===== src/rtl/apb_loader_pkg.sv =====
// Shared FSM state encoding and CatRecognizer register map for the APB image loader.
package apb_loader_pkg;

  typedef enum logic [3:0] {
    IDLE,
    CLR_SETUP,
    CLR_ACCESS,
    FILL,
    WR_SETUP,
    WR_ACCESS,
    ST_SETUP,
    ST_ACCESS,
    WAIT,
    REPORT
  } state_t;

  localparam int START_ADDR     = 0;
  localparam int FIRST_PIX_ADDR = 1;

  localparam int START_OFF = 0;
  localparam int START_ON  = 1;

endpackage


===== src/rtl/pixel_packer.sv =====
// Packs consecutive pixels into one APB word, first pixel in the most significant byte.
module pixel_packer #(
  parameter int PixelWidth = 8,
  parameter int Amba_Word  = 24
) (
  input  logic                  clk,
  input  logic                  rst,
  input  logic                  clear,
  input  logic                  take,
  input  logic [PixelWidth-1:0] pix,
  output logic                  word_full,
  output logic [Amba_Word-1:0]  word
);

  logic [1:0] byte_cnt;

  // Shifting left means the oldest pixel ends up in the top byte after three takes.
  always_ff @(posedge clk or negedge rst) begin
    if (!rst) begin
      byte_cnt <= 2'd0;
      word     <= '0;
    end else if (clear) begin
      byte_cnt <= 2'd0;
      word     <= '0;
    end else if (take) begin
      word     <= {word[Amba_Word-PixelWidth-1:0], pix};
      byte_cnt <= (byte_cnt == 2'd2) ? 2'd0 : byte_cnt + 2'd1;
    end
  end

  assign word_full = take && (byte_cnt == 2'd2);

endmodule


===== src/rtl/apb_image_loader.sv =====
// APB master that streams one image into CatRecognizer, triggers it and samples the verdict.
//   state      | meaning
//   IDLE       | waiting for go
//   CLR_*      | APB write START_OFF to the start register
//   FILL       | accepting pixels until a word is complete
//   WR_*       | APB write of the packed word to address word_cnt
//   ST_*       | APB write START_ON to the start register
//   WAIT       | counting down the recognizer's processing time
//   REPORT     | result_valid pulse, back to IDLE
module apb_image_loader
  import apb_loader_pkg::*;
#(
  parameter int Amba_Word       = 24,
  parameter int Amba_Addr_Depth = 12,
  parameter int PixelWidth      = 8,
  parameter int NumPixels       = 12288,
  parameter int ResultWait      = 4150
) (
  input  logic                     clk,
  input  logic                     rst,
  input  logic                     go,
  input  logic [PixelWidth-1:0]    pix_data,
  input  logic                     pix_valid,
  output logic                     pix_ready,
  output logic                     PSEL,
  output logic                     PENABLE,
  output logic                     PWRITE,
  output logic [Amba_Addr_Depth:0] PADDR,
  output logic [Amba_Word-1:0]     PWDATA,
  input  logic                     cat_in,
  output logic                     busy,
  output logic                     result_valid,
  output logic                     result
);

  localparam int Words = NumPixels / 3;
  localparam int AddrW = Amba_Addr_Depth + 1;
  localparam int WaitW = $clog2(ResultWait + 1);

  state_t             state, state_nxt;
  logic [AddrW-1:0]   word_cnt;
  logic [WaitW-1:0]   wait_cnt;
  logic               take, word_full, pack_clear;
  logic [Amba_Word-1:0] packed_word;
  logic               last_word, wait_done;

  assign pix_ready    = (state == FILL);
  assign pack_clear   = (state == CLR_ACCESS);
  assign take         = pix_valid && pix_ready;
  assign last_word    = (word_cnt == AddrW'(Words));
  assign wait_done    = (wait_cnt == WaitW'(ResultWait - 1));
  assign busy         = (state != IDLE) && (state != REPORT);
  assign result_valid = (state == REPORT);

  pixel_packer #(
    .PixelWidth (PixelWidth),
    .Amba_Word  (Amba_Word)
  ) u_packer (
    .clk       (clk),
    .rst       (rst),
    .clear     (pack_clear),
    .take      (take),
    .pix       (pix_data),
    .word_full (word_full),
    .word      (packed_word)
  );

  // The verdict is captured on entry to REPORT so result is already valid during the pulse.
  always_ff @(posedge clk or negedge rst) begin
    if (!rst) begin
      state    <= IDLE;
      word_cnt <= '0;
      wait_cnt <= '0;
      result   <= 1'b0;
    end else begin
      state <= state_nxt;
      case (state)
        CLR_ACCESS: word_cnt <= AddrW'(FIRST_PIX_ADDR);
        WR_ACCESS:  if (!last_word) word_cnt <= word_cnt + AddrW'(1);
        ST_ACCESS:  wait_cnt <= '0;
        WAIT: begin
          wait_cnt <= wait_cnt + WaitW'(1);
          if (wait_done) result <= cat_in;
        end
        default: ;
      endcase
    end
  end

  always_comb begin
    state_nxt = state;
    PSEL      = 1'b0;
    PENABLE   = 1'b0;
    PWRITE    = 1'b0;
    PADDR     = '0;
    PWDATA    = '0;
    case (state)
      IDLE: if (go) state_nxt = CLR_SETUP;
      CLR_SETUP: begin
        PSEL      = 1'b1;
        PWRITE    = 1'b1;
        PADDR     = AddrW'(START_ADDR);
        PWDATA    = Amba_Word'(START_OFF);
        state_nxt = CLR_ACCESS;
      end
      CLR_ACCESS: begin
        PSEL      = 1'b1;
        PENABLE   = 1'b1;
        PWRITE    = 1'b1;
        PADDR     = AddrW'(START_ADDR);
        PWDATA    = Amba_Word'(START_OFF);
        state_nxt = FILL;
      end
      FILL: if (word_full) state_nxt = WR_SETUP;
      WR_SETUP: begin
        PSEL      = 1'b1;
        PWRITE    = 1'b1;
        PADDR     = word_cnt;
        PWDATA    = packed_word;
        state_nxt = WR_ACCESS;
      end
      WR_ACCESS: begin
        PSEL      = 1'b1;
        PENABLE   = 1'b1;
        PWRITE    = 1'b1;
        PADDR     = word_cnt;
        PWDATA    = packed_word;
        state_nxt = last_word ? ST_SETUP : FILL;
      end
      ST_SETUP: begin
        PSEL      = 1'b1;
        PWRITE    = 1'b1;
        PADDR     = AddrW'(START_ADDR);
        PWDATA    = Amba_Word'(START_ON);
        state_nxt = ST_ACCESS;
      end
      ST_ACCESS: begin
        PSEL      = 1'b1;
        PENABLE   = 1'b1;
        PWRITE    = 1'b1;
        PADDR     = AddrW'(START_ADDR);
        PWDATA    = Amba_Word'(START_ON);
        state_nxt = WAIT;
      end
      WAIT:    if (wait_done) state_nxt = REPORT;
      REPORT:  state_nxt = IDLE;
      default: state_nxt = IDLE;
    endcase
  end

endmodule

===== config.mk =====
export PLATFORM = sky130hd
export DESIGN_NAME = apb_image_loader
export DESIGN_NICKNAME = d
export VERILOG_FILES = /design/src/rtl/apb_loader_pkg.sv /design/src/rtl/pixel_packer.sv /design/src/rtl/apb_image_loader.sv
export SDC_FILE = /design/constraint.sdc
export NUM_CORES = 1
export LEC_CHECK = 0
export BUFFER_PORTS_ARGS = -buffer_cell sky130_fd_sc_hd__buf_2
export CORE_UTILIZATION = 60
export CTS_CLUSTER_DIAMETER = 150
export CTS_CLUSTER_SIZE = 25
export DETAILED_ROUTE_END_ITERATION = 7
export GPL_ROUTABILITY_DRIVEN = 0
export PLACE_DENSITY_LB_ADDON = 0.25
export SYNTH_ARGS = -nofsm -noshare
export SYNTH_HDL_FRONTEND = slang
export SYNTH_SLANG_ARGS = --single-unit

===== constraint.sdc =====
create_clock -name clk -period 3.1 [get_ports clk]
set_input_delay 0.31 -clock clk [delete_from_list [all_inputs] [get_ports clk]]
set_output_delay 0.31 -clock clk [all_outputs]
set_load 0.005 [all_outputs]

# Yosys cells after proc, flatten, opt, wreduce, memory -nomap -nowiden
# Index checks and enable logic that the tools add are counted.
# word_totals
regBits,57
latch_bits,0
mem_bits_rw,0
mem_bits_ro,0
in_bits,13
out_inout_bits,44
elab_cells,58
memories,0
# classes
add_sub_neg,3
multipliers,0
div,0
n_lt_le_gt_ge,0
eq_ne,17
n_shift,0
muxes,17
bitwise,0
reduce_logical,15
# op_table
operator,n
$pmux W13 S2,2
$mux W24,2
$pmux W24 S2,1
$pmux W4 S9,1
$add A13 B1 Y13 const B,2
$eq A13 B13 Y1 const B,2
$mux W13,2
$eq A4 B3 Y1 const B,4
$mux W4,3
$eq A4 B2 Y1 const B,2
$eq A4 B4 Y1 const B,2
$mux W2,3
$ne A2 B2 Y1 const B,3
$reduce_bool A2 Y1,3
$reduce_or A6 Y1,1
$eq A4 B1 Y1 const B,1
$logic_not A4 Y1,1
$ne A4 B4 Y1 const B,1
$reduce_and A2 Y1,2
$reduce_bool A4 Y1,1
$reduce_or A2 Y1,2
$logic_and A1 B1 Y1,3
$mux W3,1
$reduce_and A3 Y1,1
5 further kinds,6

# Longest topological paths before layout
# depth
word_depth,5
ltp_mapped,7
depth_no_buf,6

# Modules after synthesis
# A second synthesis with hierarchy kept.
# unflattened
cells_unflattened,325
area_unflattened_um2,3155.5
# by_module_without_submodules
module,instances,cells_per_inst,area_per_inst_um2,seq_area_each_um2
apb_image_loader,1,237,2063.2,775.7
pixel_packer,1,88,1092.3,650.6

# Worst setup path after synthesis
# Ideal clock, no wire load.
# synth_timing
path_type,register to register
startpoint,register state[2]
endpoint,register wait_cnt[7]
setup_ns,0.121
t_arrival_ns,1.566
t_required_ns,2.979
path_slack_ns,1.413
stages_incl_launch_ff,8
path_buffers,2
period_less_slack_ns,1.687
cell_sequence,dfrtp_1 > buf_6 > or4b_4 > buf_6 > and2_4 > clkinv_4 > o21ai_2 > a22o_1
# synth_via
elab_chain_len,2
word_cells_on_any_way,4
cone_classes,eq/ne (2); mux (1); reduce/logical (1)
# synth_rtl
element,line,rtl
"start, declared",apb_image_loader.sv:40,"state_t state, state_nxt;"
"start signal, assigned",apb_image_loader.sv:76,state <= state_nxt;
$eq A4 B4 Y1 or $eq A4 B3 Y1 (tied branches),apb_image_loader.sv:77,case (state)
$pmux W13 S2 or $reduce_bool A2 Y1 (tied branches),-,
"end signal, assigned",apb_image_loader.sv:82,wait_cnt <= wait_cnt + WaitW'(1);
"end, declared",apb_image_loader.sv:42,logic [WaitW-1:0] wait_cnt;
# Several ways; a longest one is shown, not always the timed one.
# A chain may end at the register's enable or synchronous reset.

# Worst setup path in the final report
# layout_timing
startpoint,register state[2]
endpoint,output port PWDATA[8]
# layout_via
elab_chain_len,3
word_cells_on_any_way,7
cone_classes,eq/ne (4); mux (1); reduce/logical (2)
# layout_rtl
element,line,rtl
$eq A4 B3 Y1,apb_image_loader.sv:97,case (state)
$reduce_or A2 Y1 (no line),-,
$pmux W24 S2 *,apb_image_loader.sv:97,
"end, declared",apb_image_loader.sv:29,"output logic [Amba_Word-1:0] PWDATA,"
# Every way passes the cells marked *; elsewhere a longest branch is shown, timed or not.

==> Flow_metrics.wiki <==
{| class="wikitable"
! Metric !! Value
|-
| Result of the run || finished, final reports clean
|-
| Largest family of logic cells by synthesized area || simple AND/OR/NAND/NOR gates
|-
| Clock H-tree levels || 3
|-
| Number of storage elements in the synthesis netlist || 57
|-
| Hold-fix buffers, CTS || 0
|-
| Relative slew slack || 42.47%
|-
| Pre-antenna DRT Iters || 4
|-
| TritonCTS Sinks || 57
|-
| Synthesized Nets || 370
|-
| Transition at the pin with the smallest max-transition slack || 860.8 ps
|-
| Fin Hold WS || 16.60 ps
|-
| Maximum VDD drop || 0.4713 mV
|-
| Number of buffers between clock root and the deepest sink || 2
|-
| Startpoint Class || register
|-
| Drt drc || 0
|-
| Leakage power total || 0.001860 µW
|-
| Worst setup path class || reg -> out
|-
| Vias per cell || 5.803
|-
| Average wire length per cell after detail routing || 14.74 µm
|-
| Clk_skew || 9.963 ps
|-
| Drt initial violations || 282
|-
| Required time of the critical path || 2790 ps
|-
| Final number of setup-violating endpoints || 0
|-
| Cells after synthesis || 353
|-
| Post-synthesis share of cell area spent on full adders, half adders and majority gates || 1.606%
|-
| Clk_lat worst skew || 340 ps
|-
| Final setup slack of the worst path || 808.7 ps
|-
| Final Hold Vio Count || 0
|-
| Placement row count || 25
|-
| CTS Root Cell || sky130_fd_sc_hd__clkbuf_8
|-
| Portion of the post-synthesis area used by sequential elements || 45.76%
|-
| Antenna violations before repair || 0
|-
| Vert. Die Dim || 74.08 µm
|-
| Total Routing Usage GR || 28.49%
|-
| Total via count after detailed routing || 2739
|-
| Post-synthesis cell area || 0.003117 mm²
|-
| Maximum frequency from static timing analysis || 436.4 MHz
|-
| CTS tree || done
|-
| Count of flip-flops with a built-in enable after synthesis || 0
|-
| Clock edge transition at the registers on the reported setup and hold paths || 70 ps
|-
| Utilization after layout || 74.97%
|-
| Starting utilization of the core area || 64.28%
|-
| Boundary Pins || 57
|-
| Post-synthesis share of cell area spent on and, or, nand and nor gates || 34.85%
|-
| Post-placement cell count || 456
|-
| Overflow left after global routing || 0
|-
| Pwr Density || 771.5 mW/mm²
|-
| Maximum number of pins on one net before global-route repair || 35
|-
| Min-Delay Path Class || in -> async
|-
| Synthesized-area fraction occupied by xor and xnor cells || 1.405%
|-
| Area Growth Syn to Fin || 16.62%
|-
| Die outline area || 0.005487 mm²
|-
| Place WS || 940.6 ps
|-
| Top-area cell type share of the netlist area || 45.76%
|-
| Synth area leaders || sky130_fd_sc_hd__dfrtp_1 46%, sky130_fd_sc_hd__nand2_1 8.8%, sky130_fd_sc_hd__and2_1 7.4%, sky130_fd_sc_hd__nand3_1 5.9%, sky130_fd_sc_hd__o21ai_0 2.4%
|-
| Number of buffers added by the clock tree synthesis step || 9
|-
| Complex-gate fraction of the synthesized area || 9.233%
|-
| Mean instance size in the synthesized netlist || 8.829 µm²
|-
| Die width || 74.08 µm
|-
| Count of cell types in the netlist || 47
|-
| Count of buffers from port buffering || 56
|-
| Share of async-settable or async-resettable flops after synthesis || 100.0%
|-
| Period Utilization, post-route || 73.91%
|-
| Non-filler instance count after layout || 472
|-
| Unrepaired setup endpoints after global routing || false
|-
| Total core area || 0.004848 mm²
|-
| Top post-synthesis cells by count || 73 x sky130_fd_sc_hd__nand2_1, 57 x sky130_fd_sc_hd__dfrtp_1, 37 x sky130_fd_sc_hd__and2_1, 37 x sky130_fd_sc_hd__nand3_1, 16 x sky130_fd_sc_hd__nor2_1
|-
| Final count of pins violating max slew || 0
|-
| Data arrival time of the worst path || 1980 ps
|-
| Count of synthesis-stage warnings from yosys || 0
|-
| Clock period minus final worst setup slack || 2291 ps
|-
| Max FO, Critical Path || 34
|-
| Synth Flop Type || sky130_fd_sc_hd__dfrtp_1
|-
| Total detailed-routing wirelength || 6957 µm
|-
| Number of global-route vias before repair || 2458
|-
| PostCTS Resize Cnt || 0
|-
| Net count of the finished layout || 417
|-
| Post-synth top area cell || sky130_fd_sc_hd__dfrtp_1
|-
| Proportion of synthesized area in mux cells || 2.288%
|-
| Post-CTS Setup Bufs || 0
|-
| Antenna diode instance count || 0
|-
| Setup total negative slack || 0 ps
|-
| CP Capture Type || output pin
|-
| Global-route wire length before repair || 11670 µm
|-
| Most frequent cell after synthesis || sky130_fd_sc_hd__nand2_1
|-
| Number of max-capacitance violations reported || 0
|-
| Antenna-violating nets left || 0
|-
| Post-DP HPWL || 4440 µm
|-
| Share of cells above drive strength 1 || 21.48%
|}
[final cells by class]
cell class | instances | area [µm²]
inverters | 7 | 31.28
repair buffers | 60 | 310.3
clock buffers | 11 | 141.4
well taps | 67 | 83.83
fillers | 357 | 1214
flip-flops and latches | 57 | 1426
clock inverters | 5 | 102.6
multi-input cells | 265 | 1539
[critical path, cell delays in order, from the launching register on]
cell                      delay, ps
sky130_fd_sc_hd__dfrtp_1        700
sky130_fd_sc_hd__nand2_1        220
sky130_fd_sc_hd__nor2_1         130
sky130_fd_sc_hd__buf_4          270
sky130_fd_sc_hd__and2_1         190
sky130_fd_sc_hd__buf_2          120
[state kept, by name (all words and copies together) (netlist names)]
register and count:
result 1, u_packer.byte_cnt 2, wait_cnt 13, state 4
u_packer.word 24, word_cnt 13
[routing by layer]
layer	GRT usage, %	up-vias	wire, µm
li1	-	1306	-
met1	39.27	1335	3066
met2	43.84	89	3419
met3	7.317	9	382
met4	10.26	0	89
met5	0	-	0
[power breakdown]
| group | switching (µW) | internal, µW |
|---|---|---|
| clock network | 305 | 555 |
| registers | 234 | 910 |
| logic | 478 | 323 |
[per-stage QoR]
stage,area [µm²],total power (µW)
6_report,3635,2804
5_1_grt,3635,2979
4_1_cts,3635,2817
3_5_place_dp,3391,1947
3_3_place_gp,3391,1910
2_1_floorplan,3117,1724
[layout by cell type, fill, tap and decap left out, drive strengths merged, types with 2 or more instances in the layout]
cell type | synthesis | layout
clkinv | 1 | 2
ha | 4 | 4
nor4b | 5 | 5
o21ai | 16 | 16
o21a | 2 | 2
mux2i | 6 | 6
nand4 | 5 | 5
o31ai | 3 | 3
nand3 | 37 | 37
nand4b | 2 | 2
nand2 | 73 | 73
and4bb | 2 | 2
a21oi | 14 | 14
or3 | 5 | 5
dfrtp | 57 | 57
clkbuf | 10 | 11
a31oi | 3 | 3
inv | 6 | 6
o41ai | 2 | 2
or4b | 2 | 2
nor3 | 7 | 7
buf | 14 | 60
xor2 | 5 | 5
nor2 | 18 | 18
and2 | 38 | 38
and3 | 4 | 4
o211ai | 2 | 2
bufinv | 0 | 3
[path summary, 6_finish.rpt]
| path | from | cells after the start | to | slack (ps) |
|---|---|---|---|---|
| max in group asynchronous | rst | 2 | u_packer.word[5] | 2410 |
| setup / recovery | state[2] | 5 | PWDATA[8] | 810 |
| min in group clk | pix_data[4] | 3 | u_packer.word[4] | 160 |
| setup reg to reg | state[1] | 4 | word_cnt[5] | 830 |
| hold / removal | rst | 1 | word_cnt[9] | 20 |
| hold reg to reg | wait_cnt[12] | 1 | wait_cnt[12] | 480 |
[logic make-up after synthesis]
logic type                 Yosys count
DFF                                 57
adders and majority gates            4
and+or+nand+nor                    202
xor gates and xnor gates             5
muxes                                7
buffers and inverters               31
AOI/OAI and AO/OA                   47
(Power assumes the default switching activity.)
